===== config.mk =====
export PLATFORM = sky130hd
export DESIGN_NAME = l2_request_arbiter
export DESIGN_NICKNAME = d
export VERILOG_FILES = /design/src/rtl/l2_request_arbiter.sv
export SDC_FILE = /design/constraint.sdc
export NUM_CORES = 1
export LEC_CHECK = 0
export CORE_ASPECT_RATIO = 1.2
export CORE_UTILIZATION = 36
export DETAILED_ROUTE_END_ITERATION = 10
export PLACE_DENSITY = 0.88
export SYNTH_ARGS = -nofsm -noshare
export SYNTH_HDL_FRONTEND = slang
export SYNTH_SLANG_ARGS = --single-unit
export TNS_END_PERCENT = 5

===== constraint.sdc =====
create_clock -name clk -period 3.5 [get_ports clk]
set_input_delay 0.875 -clock clk [delete_from_list [all_inputs] [get_ports clk]]
set_output_delay 0.875 -clock clk [all_outputs]
set_load 0.005 [all_outputs]

===== src/rtl/l2_request_arbiter.sv =====
// Round-robin merge of per-core L1 request streams onto the single registered L2 request port.
// Optional L2_ARB_SKID_EN macro widens the output store from one register to a two-entry FIFO.
package l2_request_arbiter_pkg;
  typedef struct packed {
    logic        valid;
    logic [1:0]  req_type;
    logic [31:0] addr;
    logic [15:0] tag;
  } l2req_packet_t;
endpackage

module l2_request_arbiter
  import l2_request_arbiter_pkg::*;
#(
  parameter int unsigned NUM_REQUESTERS = 3
) (
  input  logic                                clk,
  input  logic                                reset,
  input  logic          [NUM_REQUESTERS-1:0]  req_valid,
  input  l2req_packet_t [NUM_REQUESTERS-1:0]  req_packet,
  output logic          [NUM_REQUESTERS-1:0]  req_ack,
  input  logic                                l2req_ready,
  output l2req_packet_t                       l2req_packet,
  output logic                                pc_event_l2_stall
);

`ifdef L2_ARB_SKID_EN
  localparam int unsigned DEPTH = 2;
`else
  localparam int unsigned DEPTH = 1;
`endif
  localparam int unsigned PTR_W = 1;
  // Two slots so the 1-bit pointer indexes cleanly; slot 1 stays idle when DEPTH is 1.
  localparam int unsigned SLOTS = 2;
  localparam int unsigned CNT_W = $clog2(DEPTH + 1);
  localparam int unsigned RR_W  = (NUM_REQUESTERS > 1) ? $clog2(NUM_REQUESTERS) : 1;

  l2req_packet_t    mem_q [SLOTS];
  logic [PTR_W-1:0] head_q, head_d, wr_idx;
  logic [CNT_W-1:0] count_q, count_d;
  logic [RR_W-1:0]  rr_q, rr_d, grant_idx;
  logic             out_valid, drain, can_accept, found, grant;
  int unsigned      idx, wr_sum;

  assign out_valid  = (count_q != '0);
  assign drain      = out_valid && l2req_ready;
  // A drain this cycle frees its slot for a same-cycle grant.
  assign can_accept = (count_q < CNT_W'(DEPTH)) || drain;

  always_comb begin
    found     = 1'b0;
    grant_idx = '0;
    idx       = 0;
    for (int unsigned k = 0; k < NUM_REQUESTERS; k++) begin
      idx = (32'(rr_q) + k) % NUM_REQUESTERS;
      if (!found && req_valid[idx]) begin
        found     = 1'b1;
        grant_idx = RR_W'(idx);
      end
    end
  end

  assign grant = found && can_accept && !reset;

  always_comb begin
    req_ack = '0;
    if (grant) req_ack[grant_idx] = 1'b1;
  end

  always_comb begin
    rr_d = rr_q;
    if (grant) rr_d = (grant_idx == RR_W'(NUM_REQUESTERS - 1)) ? '0 : grant_idx + 1'b1;
  end

  always_comb begin
    head_d = head_q;
    if (drain) head_d = (head_q == PTR_W'(DEPTH - 1)) ? '0 : head_q + 1'b1;
  end

  // Tail slot; at full with a drain this lands on the departing head slot.
  always_comb begin
    wr_sum = 32'(head_q) + 32'(count_q);
    if (wr_sum >= DEPTH) wr_sum = wr_sum - DEPTH;
    wr_idx = PTR_W'(wr_sum);
  end

  assign count_d = count_q + CNT_W'(grant) - CNT_W'(drain);

  always_ff @(posedge clk or posedge reset) begin
    if (reset) begin
      head_q  <= '0;
      count_q <= '0;
      rr_q    <= '0;
      for (int i = 0; i < SLOTS; i++) mem_q[i] <= '0;
    end else begin
      head_q  <= head_d;
      count_q <= count_d;
      rr_q    <= rr_d;
      if (grant) mem_q[wr_idx] <= req_packet[grant_idx];
    end
  end

  always_comb begin
    l2req_packet       = mem_q[head_q];
    l2req_packet.valid = out_valid;
  end

  assign pc_event_l2_stall = out_valid && !l2req_ready;

  a_ack_needs_valid : assert property (@(posedge clk) disable iff (reset)
    (req_ack & ~req_valid) == '0);
  a_ack_onehot : assert property (@(posedge clk) disable iff (reset) $onehot0(req_ack));
  a_count_max : assert property (@(posedge clk) disable iff (reset) count_q <= CNT_W'(DEPTH));

endmodule


==> reports/metrics.csv <==
metric;value;unit
clock root buffer;clkbuf_8;
count of final setup violators;0;
Die W;87.37;um
global-route usage over all layers;23.87;%
synthesis-to-layout area growth;78.34;%
relative slew slack;58.61;%
Max Cap Viol;0;
synth unique cells;38;
Synth warnings;0;
list of most frequent post-synthesis cells;nand2_1 (55), dfrtp_1 (53), mux2i_1 (28);
RSZ-0062 raised after global routing;no;
initial antenna violation count;0;
Fmax;299.6;MHz
Peak VDD IR;0.3960;mV
nets@finish;700;
Synth Flop Type;dfrtp_1;
io pins;214;
clock-pin slew on the worst setup and hold paths;0.09;ns
Initial Utilization;36.96;%
H-tree depth;2;
top cell type by total area after synthesis;dfrtp_1;
worst hold slack;0.4848;ns
class of the worst hold path;flop to flop;
drt wl/cell;16.65;um
WL final;10.89;mm
Finished Cell Area;0.005614;sq mm
Seq cells post-synth;53;
Fillers;702;
CTS tree;yes;
Core Area;0.008518;sq mm
Data required, critical path;2.62;ns
total CTS buffers;5;
Cell Pwr Density;777.8;mW/mm^2
Max Fanout on Critical Path;3;
DRT Pass-1 Iters;8;
Synthesized Nets;479;
RePlAce Congestion;0.8151;
Critical Path Source Type;flop;
actual slew at the worst max-slew pin;0.6199;ns
Synth Cell Area;0.003148;sq mm
Clock Sinks;53;
clock buffer depth;2;
Tmin final;3.337;ns
# diodes;0;
share of layout cells above drive strength 1;15.27;%
Die Height;104.4;um
Post-synth EDFFs;0;
async set or reset register ratio after synthesis;100.0;%
pin count of the biggest net entering global routing;48;
Worst-Skew Late Latency;0.32;ns
DP Area;0.005487;sq mm
leakage;2.372;nW
first-pass GRT wire length;16.96;mm
cell row count;37;
DRT iter0 DRCs;229;
Post-Syn Instances;316;
number of I/O port buffers;210;
outcome;complete, no violations;
vias in the first global route;3533;
Post-CTS Hold Buffers;0;
post-synthesis sequential area ratio;42.13;%
Avg Inst Size Synth;9.962;sq um
top-count cell post-synth;nand2_1;
die area;0.009124;sq mm
largest cells by area after synthesis;dfrtp_1 (42%), mux2i_1 (8.9%), a222oi_1 (7.9%);
Worst Skew;0.01183;ns
Routed Antenna Nets;0;
Vias;3455;
DRC Markers;0;
WP data arrival;2.46;ns
number of max-slew violations in the final report;0;
fin cells;654;
top-area cell type share of the netlist area;42.13;%
via density per instance;5.283;
GRT overflow;0;
Hold Fails Final Rpt;0;
Worst setup EP type;primary output;
fin crit share;95.36;%
dpl cells;645;
post-DP HPWL;8.596;mm
Worst Setup Path Type;flop to primary output;
[cells by family (layout without fill, tap and decap cells)]
logic type | Yosys count | after routing | synth area share [%]
muxes | 29 | 29 | 9.261
AOI/OAI and AO/OA | 93 | 93 | 25.48
adders and majority gates | 4 | 4 | 1.590
DFF | 53 | 53 | 42.13
and+or+nand+nor | 100 | 100 | 15.10
buffers and inverters | 37 | 258 | 6.439
[metrics by stage]
stage / setup slack [ns] / power [mW] / setup TNS (ns) / util (%)
5_1_grt: 0.06763 / 4.704 / 0 / 65.91
3_5_place_dp: -0.6948 / 3.972 / -1.768 / 64.41
4_1_cts: 0.02827 / 4.388 / 0 / 65.76
3_3_place_gp: -0.6644 / 3.879 / -1.665 / 64.41
2_1_floorplan: 0.1658 / 2.700 / 0 / -
6_report: 0.1626 / 4.366 / 0 / 65.91
[flip-flops by register name, indices dropped and copies added, names as in the netlist]
register,flops
mem_q,50
rr_q,2
count_q,1
[layout make-up]
class                      count  area (sq um)  share of cell area (%)
inverter                       6         22.52                  0.4012
sequential                    53          1329                   23.67
clock inverter                 1         8.758                  0.1560
clock buffer                   6         72.57                   1.293
tap                          117         146.4                   2.608
multi-input combinational    226          1680                   29.93
timing repair buffer         245          2355                   41.94
[report_power, final]
part	internal (mW)	switching, mW	leakage, nW	total, mW
Combinational	1.55	1.40	1.67	2.95
Clock	0.139	0.205	0.0412	0.344
Sequential	0.913	0.162	0.656	1.07
[worst max-delay path, cell delays in order (launching register included)]
cell           delay [ns]
dfrtp_2              0.45
buf_4                0.15
ha_1                 0.20
nand3b_1             0.23
o21ai_4              0.11
nor3b_2              0.07
or3_4                0.34
or2_1                0.25
nor2_1               0.12
dlygate4sd2_1        0.26
[routing by layer]
layer / track usage (%) / vias up / part of all wire (%)
met5: 0 / - / 0
met4: 6.206 / 0 / 1.6
met1: 25.16 / 1637 / 36
met3: 6.587 / 14 / 8.5
li1: - / 1630 / -
met2: 45.20 / 174 / 54
[path summary, 6_finish.rpt]
| path | start | end | slack [ns] | cells after the start |
|---|---|---|---|---|
| worst max-delay path | rr_q[0] | req_ack[1] | 0.16 | 9 |
| worst min-delay path | mem_q[89] | mem_q[89] | 0.48 | 2 |
| worst max register to register | rr_q[1] | mem_q[83] | 0.87 | 11 |
| worst min register to register | mem_q[89] | mem_q[89] | 0.48 | 2 |
| max in group asynchronous | reset | mem_q[53] | 1.80 | 4 |
| min in group asynchronous | reset | mem_q[97] | 1.14 | 3 |
[what timing repair did]
action | 4_1_cts | 5_1_grt
gates resized for setup | 24 | 6
gates cloned | 0 | 0
pin swaps | 1 | 0
setup endpoints to repair | 3 | 2
setup buffers | 1 | 1
[cells in the final DEF (no fill, tap or decap), types with 2 or more instances in the layout]
cell             Yosys  routed
dfrtp_1             53      51
nand3b_1             3       3
ha_4                 0       2
o32ai_1              2       2
inv_1                6       3
clkdlybuf4s50_1      0     204
nor2b_1              3       3
buf_4                3      34
dfrtp_2              0       2
o21bai_1             2       2
dlygate4sd2_1        0       2
a222oi_1            25      25
o211ai_1             6       6
nor2_1               4       4
o21ai_0             22      22
o21ai_1              7       6
buf_2               12       3
ha_1                 4       2
clkbuf_8             0       5
o211ai_2            19      19
nand2_1             55      55
nand3_1             25      25
mux2i_1             28      27
inv_2                0       3
a21oi_1              3       3
Note: power is estimated with default switching activity, not from simulation.
==> edit: new RTL, same settings <==
The localparam `SLOTS` goes from 2 to 4.
--- a/src/rtl/l2_request_arbiter.sv
+++ b/src/rtl/l2_request_arbiter.sv
@@ -33,3 +33,3 @@
   // Two slots so the 1-bit pointer indexes cleanly; slot 1 stays idle when DEPTH is 1.
-  localparam int unsigned SLOTS = 2;
+  localparam int unsigned SLOTS = 4;
   localparam int unsigned CNT_W = $clog2(DEPTH + 1);
Behaviour: no difference found for any inputs over 4 cycles, from zero or initial values and one cycle with reset high; that may be too few to reach the edited logic, so the function may still have changed.
==> edit against the unedited design <==
  * Count of clock-buffer cells in the layout shrank 1
  * Wire length grew 16%
  * Setup slack lost 0.075 ns
  * Synthesized area grew 23%
  * Combinational power grew 25%
  * Fmax shrank 2.2%
  * Synthesized cell count grew 26%
  * First-iteration DRC count shrank 34%
  * Sequential cell count is the same
  * Clock power grew 41%
  * Total power grew 21%
  * Design area grew 9.7%
  * Final cell count grew 11%
==> edit: results (changes against the unedited design) <==
stage	metric	value	unit	change
synth	most area-consuming cells after synthesis	dfrtp_1 34%, o21a_1 10%, a221oi_2 9.7%		
synth	top cells by count, synth	53 x dfrtp_1, 53 x nand2_1, 52 x o21a_1		
grt	first-pass GRT wire length	20.3	mm	+19%
pwr	Leak Pwr	2.45	nW	+3.4%
synth	Post-Syn Nets	562		+17%
grt	number of global-route vias before repair	4142		+17%
clocking	Worst-Skew Late Latency	0.29	ns	-0.03 ns
pwr	Max VDD drop	0.444	mV	+12%
place	Placed Instances	715		+11%
layout	share of cells above drive strength 1	0.154		+0.00140
drt	Avg Vias per Cell	5.53		+4.7%
layout	largest registers	mem_q x50, rr_q x2, count_q x1		
drt	first-pass iteration count of the detailed router	4		-4
synth	Synth Area in Compound Gates	0.408		+0.154
grt	pin count of the biggest net entering global routing	57		+19%
synth	Post-Syn Area per Cell	9.71	sq um	-2.6%
synth	Synth Area in Adders	0.0129		-0.00297
place	hpwl dp	9.10	mm	+5.9%
timing	max_slew headroom	0.500		-0.0863
setup_path	slowest CP cell	a311o_2		
drt	DRT iter0 DRCs	150		-34%
synth	Yosys Warn Count	0		unchanged
outcome	outcome	completed		
timing	final setup skew	0.00805	ns	-0.00378 ns
layout	final net count	759		+8.4%
place	routability cong.	0.860		+5.5%
synth	mux cell area share after synthesis	0.0149		-0.0777
setup_path	Critical Path Max Stage Delay	0.35	ns	-0.10 ns
synth	sequential-to-total area share from yosys stat	0.342		-0.0788
setup_path	crit path max fanout	6		+3
setup_path	Top delay family on crit path	buffers and inverters		
clocking	clk root buf	clkbuf_16		
-- edit: power breakdown --
| group | internal, mW | leakage, nW | switching [mW] | total, mW |
|---|---|---|---|---|
| combinational | 1.77 | 1.73 | 1.93 | 3.70 |
| clock | 0.263 | 0.0696 | 0.222 | 0.485 |
| sequential | 0.919 | 0.655 | 0.161 | 1.08 |
| total | 2.95 | 2.45 | 2.31 | 5.27 |
-- edit: cells by family (layout without fill, tap and decap cells) --
logic type / count (synthesis) / count (layout)
AOI/OAI and AO/OA: 167 / 167
and+or+nand+nor: 118 / 118
DFF: 53 / 53
buffers and inverters: 53 / 251
adders and majority gates: 4 / 4
muxes: 4 / 4
-- edit: per-layer routing --
metal	track usage	up-vias	routed length (um)
li1	-	1895	-
met1	0.247	1910	5080
met2	0.426	189	6490
met3	0.0549	21	842
met4	0.0746	0	225
met5	0	-	0
-- edit: final cells by class --
cell class / count / area (sq um)
Multi-Input combinational cell: 293 / 2200
Timing Repair Buffer: 238 / 2310
Fill cell: 892 / 4360
Tap cell: 129 / 161
Inverter: 5 / 18.8
Sequential cell: 53 / 1330
Clock inverter: 3 / 17.5
Clock buffer: 5 / 125
-- edit: repair_timing --
action / CTS / global route
buffers inserted: 2 / 1
resized for setup: 8 / 1
hold buffers: 0 / 0
endpoints found under the setup margin: 3 / 1
hold endpoints to repair: 0 / 0
-- edit: path summary, 6_finish.rpt --
kind,slack [ns],start,to
worst max-delay path,0.09,req_valid[2],req_ack[1]
worst min-delay path,0.48,mem_q[198],mem_q[198]
worst max register to register,0.65,rr_q[1],mem_q[160]
worst min register to register,0.48,mem_q[198],mem_q[198]
max in group asynchronous,1.69,reset,mem_q[153]
min in group asynchronous,1.02,reset,rr_q[1]
-- edit: stage by stage --
step | area (sq um) | hold slack [ns] | TNS (ns) | setup slack [ns]
after global placement | 5980 | 0.458 | -0.715 | -0.253
after floorplan | 3870 | 0.470 | 0 | 0.565
after CTS | 6150 | 0.480 | 0 | 0.0155
final | 6160 | 0.477 | 0 | 0.0879
after global routing | 6160 | 0.509 | 0 | 0.0408
after detailed placement | 5980 | 0.465 | -0.956 | -0.353
-- edit: worst min-delay path, stage by stage (launching register included) --
cell	delay, ns
dfrtp_1	0.34
nand2_1	0.05
o31ai_1	0.05
